### src/rtl/audio_pkg.sv
// Shared types and constants for the audio sample sink.
package audio_pkg;

    localparam int SAMPLE_W = 11;

    typedef logic [SAMPLE_W-1:0] audio_sample_t;

    typedef enum logic {
        IDLE = 1'b0,
        ACK  = 1'b1
    } sink_state_t;

endpackage

### src/rtl/sync_fifo.sv
// Single-clock FIFO; dout always shows the head entry, valid while empty=0.
module sync_fifo #(
    parameter int W     = 11,
    parameter int DEPTH = 16
) (
    input  logic                     clk,
    input  logic                     rst,
    input  logic                     push,
    input  logic                     pop,
    input  logic [W-1:0]             din,
    output logic [W-1:0]             dout,
    output logic                     full,
    output logic                     empty,
    output logic [$clog2(DEPTH):0]   level
);

    localparam int AW = $clog2(DEPTH);

    logic [W-1:0]  mem_q [DEPTH];
    logic [AW-1:0] wr_ptr_q, wr_ptr_d;
    logic [AW-1:0] rd_ptr_q, rd_ptr_d;
    logic [AW:0]   level_q, level_d;
    logic          do_push, do_pop;

    assign full    = (level_q == (AW+1)'(DEPTH));
    assign empty   = (level_q == '0);
    assign level   = level_q;
    assign dout    = mem_q[rd_ptr_q];

    // A pop frees a slot in the same cycle, so a full FIFO may still take a push.
    assign do_pop  = pop && !empty;
    assign do_push = push && (!full || do_pop);

    always_comb begin
        // NOTE: every always_comb output gets a default first so no latch is inferred.
        wr_ptr_d = wr_ptr_q;
        rd_ptr_d = rd_ptr_q;
        level_d  = level_q;
        if (do_push) wr_ptr_d = wr_ptr_q + 1'b1;
        if (do_pop)  rd_ptr_d = rd_ptr_q + 1'b1;
        case ({do_push, do_pop})
            2'b10:   level_d = level_q + 1'b1;
            2'b01:   level_d = level_q - 1'b1;
            default: level_d = level_q;
        endcase
    end

    // NOTE: sequential state uses non-blocking assignments only.
    always_ff @(posedge clk) begin
        if (rst) begin
            wr_ptr_q <= '0;
            rd_ptr_q <= '0;
            level_q  <= '0;
        end else begin
            wr_ptr_q <= wr_ptr_d;
            rd_ptr_q <= rd_ptr_d;
            level_q  <= level_d;
        end
    end

    // NOTE: storage is deliberately not reset; pointers and level decide what is valid.
    always_ff @(posedge clk) begin
        if (do_push) mem_q[wr_ptr_q] <= din;
    end

endmodule

### src/rtl/audio_sample_sink.sv
// Audio port consumer: req/ack handshake into a FIFO, fixed-rate pop, PWM playback.
module audio_sample_sink
    import audio_pkg::*;
#(
    parameter int FIFO_DEPTH = 16,
    parameter int TICK_DIV   = 6250
) (
    input  logic                          clkFPGA,
    input  logic                          rst,
    input  logic [SAMPLE_W-1:0]           R6_audio,
    input  logic                          R14_flag,
    output logic                          R13_flag,
    output logic                          pwm_out,
    output logic [$clog2(FIFO_DEPTH):0]   fifo_level,
    output logic                          underrun
);

    localparam int TW = $clog2(TICK_DIV);

    logic          req_meta_q, req_s_q;
    sink_state_t   state_q, state_d;
    logic          ack_q, ack_d;
    logic [TW-1:0] tick_cnt_q, tick_cnt_d;
    logic          tick;
    audio_sample_t pwm_cnt_q;
    audio_sample_t cur_sample_q, cur_sample_d;
    logic          pwm_q;
    logic          underrun_q;

    logic          fifo_push, fifo_pop, fifo_full, fifo_empty;
    audio_sample_t fifo_dout;

    sync_fifo #(
        .W     (SAMPLE_W),
        .DEPTH (FIFO_DEPTH)
    ) u_fifo (
        .clk   (clkFPGA),
        .rst   (rst),
        .push  (fifo_push),
        .pop   (fifo_pop),
        .din   (R6_audio),
        .dout  (fifo_dout),
        .full  (fifo_full),
        .empty (fifo_empty),
        .level (fifo_level)
    );

    assign tick       = (tick_cnt_q == TW'(TICK_DIV - 1));
    assign tick_cnt_d = tick ? '0 : tick_cnt_q + 1'b1;
    assign fifo_pop   = tick && !fifo_empty;

    always_comb begin
        state_d   = state_q;
        ack_d     = ack_q;
        fifo_push = 1'b0;
        case (state_q)
            IDLE: begin
                // A full FIFO stalls the request; it is retried every cycle, never dropped.
                if (req_s_q && (!fifo_full || fifo_pop)) begin
                    fifo_push = 1'b1;
                    ack_d     = 1'b1;
                    state_d   = ACK;
                end
            end
            ACK: begin
                if (!req_s_q) begin
                    ack_d   = 1'b0;
                    state_d = IDLE;
                end
            end
            default: state_d = IDLE;
        endcase
    end

    assign cur_sample_d = fifo_pop ? fifo_dout : cur_sample_q;

    always_ff @(posedge clkFPGA) begin
        if (rst) begin
            req_meta_q   <= 1'b0;
            req_s_q      <= 1'b0;
            state_q      <= IDLE;
            ack_q        <= 1'b0;
            tick_cnt_q   <= '0;
            pwm_cnt_q    <= '0;
            cur_sample_q <= '0;
            pwm_q        <= 1'b0;
            underrun_q   <= 1'b0;
        end else begin
            req_meta_q   <= R14_flag;
            req_s_q      <= req_meta_q;
            state_q      <= state_d;
            ack_q        <= ack_d;
            tick_cnt_q   <= tick_cnt_d;
            pwm_cnt_q    <= pwm_cnt_q + 1'b1;
            cur_sample_q <= cur_sample_d;
            pwm_q        <= (pwm_cnt_q < cur_sample_q);
            if (tick && fifo_empty) underrun_q <= 1'b1;
        end
    end

    assign R13_flag = ack_q;
    assign pwm_out  = pwm_q;
    assign underrun = underrun_q;

endmodule

### config.mk
export PLATFORM = sky130hd
export DESIGN_NAME = audio_sample_sink
export DESIGN_NICKNAME = d
export VERILOG_FILES = /design/src/rtl/audio_pkg.sv /design/src/rtl/sync_fifo.sv /design/src/rtl/audio_sample_sink.sv
export SDC_FILE = /design/constraint.sdc
export NUM_CORES = 1
export LEC_CHECK = 0
export BUFFER_PORTS_ARGS = -buffer_cell sky130_fd_sc_hd__buf_4
export CAP_MARGIN = 20
export CORE_MARGIN = 3
export CORE_UTILIZATION = 25
export DETAILED_ROUTE_END_ITERATION = 12
export GPL_TIMING_DRIVEN = 0
export HOLD_SLACK_MARGIN = 0.15
export SLEW_MARGIN = 5
export SYNTH_ARGS = -nofsm -noshare
export SYNTH_HDL_FRONTEND = slang
export SYNTH_HIERARCHICAL = 1
export SYNTH_SLANG_ARGS = --single-unit
### constraint.sdc
create_clock -name clkFPGA -period 3.4 [get_ports clkFPGA]
set_input_delay 0.68 -clock clkFPGA [delete_from_list [all_inputs] [get_ports clkFPGA]]
set_output_delay 0.68 -clock clkFPGA [all_outputs]
set_load 0.02 [all_outputs]
==> impl_metrics.py <==
metrics = {
    "place": {
        "gp_congestion": 0.779,
        "placed_area_sq_mm": 0.0104,
        "io_buffers": 21,
        "dpl.hpwl_microns": 12700,
        "dp_cells": 1136,
    },
    "timing": {
        "hold_slack_ns": 0.408,
        "max_clock_freq_ghz": 0.307,
        "hold_viol": 0,
        "timing.final.crit_period_ns": 3.25,
        "worst_pin_slew_ns": 0.803,
        "drv_slew": 0,
        "skew_ns": 0.0232,
        "setup_viol": 0,
        "fin_tns_setup_ns": 0,
        "relSlewSlack_pct": 46.4,
        "post-route-period-util_pct": 95.7,
    },
    "clock_network": {
        "clock-sinks": 234,
        "root_buffer": "clkbuf_16",
        "cts_tree": "yes",
        "clk_latency_ns": 0.53,
        "clk_pin_slew_ns": 0.06,
        "cts_hold_buffers": 0,
        "cts_made_buffers": 24,
        "cts_buffer_depth": 3,
        "htree_levels": 1,
    },
    "logic_synthesis": {
        "yosysTopAreaCell": "edfxtp_1",
        "seq_area_frac_synth_pct": 67.7,
        "synthDistinctLibCells": 50,
        "synth-seq-cells": 234,
        "synth-edff-count": 176,
        "syn_area_per_cell_sq_um": 15.7,
        "synth_nets": 641,
        "async_flop_share_pct": 0,
        "ys_warn_count": 6,
        "ys.flop_type": "edfxtp_1",
        "synthDominantCellAreaShare_pct": 55.5,
        "syn_area_sq_mm": 0.00952,
        "syn_inst": 605,
        "synth_area_leaders": "edfxtp_1, dfxtp_1, mux4_2",
    },
    "worst_hold_path": {
        "whs_path_depth": 2,
        "min-delay-path-class": "in2reg",
        "holdPathEnd": "req_meta_q",
        "min_from": "R14_flag",
    },
    "outcome": {
        "status": "finished, final reports clean",
    },
    "critical_path": {
        "path_cells": "or4b_4 -> nor4_4 -> buf_4 -> buf_12 -> nor2b_4 -> o21ai_4 -> fa_2 -> nand2b_1 -> o2bb2ai_2 -> mux2i_1 -> or4_1",
        "reg2reg_depth": 11,
        "cp_num_cells": 11,
        "reg2reg_slack_ns": 0.15,
        "path_buf_inv": 2,
        "crit_type": "reg2reg",
        "required_ns": 3.79,
        "r2r_start": "tick_cnt_q[10]",
        "slowest_stage": "or4b_4",
        "cp_max_fo": 18,
        "cp-end-kind": "register",
        "crit_path_start_kind": "register",
        "crit_family": "simple AND/OR/NAND/NOR gates",
        "reg2reg_to": "u_fifo/level[4]",
        "cpPeakStageDelay_ns": 0.56,
        "cp.arrival_ns": 3.64,
    },
    "cells_and_area": {
        "fin_area_sq_mm": 0.0113,
        "final_common_cell": "edfxtp_1",
        "fill_cells": 3653,
        "stdcell_count": 1183,
        "syn_to_final_growth_pct": 19.2,
        "diodes": 0,
        "final_util_pct": 30.6,
        "layout_common_cells": "edfxtp_1, dfxtp_1, nor2_1",
        "drive_above_1_share_pct": 23.0,
        "final_nets": 697,
    },
    "route": {
        "viasPerCell": 4.32,
        "drt_first_pass_iters": 4,
        "vias": 5111,
        "drt-initial-drc-count": 318,
        "avgRoutedWirePerCell_microns": 16.2,
        "ant_nets": 0,
        "drcViolationCount": 0,
        "totalWireLength_microns": 19200,
    },
    "floorplan": {
        "start_util_pct": 25.7,
        "coreArea_sq_mm": 0.0370,
        "pin_count": 22,
        "die_area_sq_mm": 0.0405,
        "die_h_microns": 201,
        "fp-row-count": 70,
        "die_x_microns": 201,
    },
    "global_route": {
        "grt_max_degree": 19,
        "grt_first_pass_wirelength_microns": 30600,
        "gr-total-overflow": 0,
        "grt_pass1_vias": 5293,
        "antenna_found_initial": 0,
        "grt_usage_pct": 9.52,
    },
    "flow_run": {
        "maxCapViolations": 0,
    },
    "pwr": {
        "power.density_mw_per_mm2": 538,
        "peakVddDrop_v": 0.000344,
        "p_leak_nw": 3.71,
    },
}
==> repair_timing <==
item | in CTS | in global routing
buffers inserted | 2 | 0
endpoints found under the setup margin | 158 | 101
gates resized for setup | 10 | 15
pin swaps | 2 | 1
==> how the worst max path moves through the flow <==
stage                               start                  end  slack, ns
final                      tick_cnt_q[10]      u_fifo/level[4]       0.15
after global routing       tick_cnt_q[10]   u_fifo/mem_q[2][2]     -0.002
after CTS                  tick_cnt_q[10]  u_fifo/mem_q[15][3]      -0.10
after detailed placement    tick_cnt_q[2]      u_fifo/level[4]      -0.41
after global placement      tick_cnt_q[2]   u_fifo/mem_q[3][1]      -1.35
after floorplan           u_fifo/level[0]      u_fifo/level[4]      -0.14
==> cells in the mapped netlist, types with 2 or more instances <==
master and count:
o211ai_1 2, buf_6 2, o21a_1 5, nand2_1 22, and3_1 5, nand4_1 10
nor3b_1 3, and2_1 5, ha_1 21, nor2b_1 10, nand3_1 10, or2_2 2
a22oi_1 22, edfxtp_1 176, inv_1 26, o21ai_0 8, buf_2 7, xnor2_1 12
xor2_1 12, nand2b_1 3, clkbuf_1 17, mux2i_1 15, nor4_1 7, mux4_2 44
or4_1 2, dfxtp_1 58, nor2_1 56, a21oi_1 11, o21ai_4 2, nor3_1 10
==> final cells by class <==
| cell class | instances | area, sq um | area share [%] |
|---|---|---|---|
| plain buffers | 25 | 128 | 1.12 |
| flip-flops and latches | 234 | 6450 | 56.8 |
| clock buffers | 32 | 692 | 6.10 |
| repair buffers | 31 | 233 | 2.05 |
| inverters | 27 | 104 | 0.915 |
| multi-input cells | 318 | 2930 | 25.8 |
| clock inverters | 12 | 186 | 1.64 |
| well taps | 504 | 631 | 5.56 |
==> per-layer routing <==
metal / part of all wire (%) / global-route usage, %
met4: 2.2 / 2.31
met5: 0 / 0
met3: 4.7 / 1.52
met1: 47 / 13.8
met2: 46 / 14.9
==> flip-flops by register name, summed over array words and instances, names as in the netlist, named ones only <==
signal	cells
tick_cnt_q	13
req_s_q	1
cur_sample_q	11
underrun	1
pwm_out	1
R13_flag	1
pwm_cnt_q	11
u_fifo/wr_ptr_q	4
u_fifo/rd_ptr_q	4
u_fifo/level	5
req_meta_q	1
u_fifo/mem_q	176
state_q	1
==> cells by family after synthesis <==
kind of cell / count (synthesis) / synth area share, %
and+or+nand+nor: 152 / 8.15
buffers and inverters: 53 / 2.34
adders and majority gates: 22 / 2.97
muxes: 60 / 12.1
xor gates and xnor gates: 24 / 2.21
DFF: 234 / 67.7
AOI/OAI and AO/OA: 60 / 4.51
==> worst reg2reg max path, stage by stage, from the launching register on <==
cell and delay, ns:
dfxtp_1 0.35, or4b_4 0.57, nor4_4 0.32, buf_4 0.19
buf_12 0.16, nor2b_4 0.18, o21ai_4 0.09, fa_2 0.37
nand2b_1 0.16, o2bb2ai_2 0.15, mux2i_1 0.12, or4_1 0.50
==> through the flow <==
stage / setup slack (ns) / power [mW]
5_1_grt: -0.00237 / 6.32
2_1_floorplan: -0.140 / 3.25
6_report: 0.145 / 6.10
3_3_place_gp: -1.35 / 3.33
3_5_place_dp: -0.414 / 3.34
4_1_cts: -0.103 / 6.17
==> power breakdown <==
part / switching, mW / internal (mW)
logic: 0.115 / 0.0621
clock network: 1.08 / 1.74
registers: 0.0144 / 3.09
(Power assumes the default switching activity.)
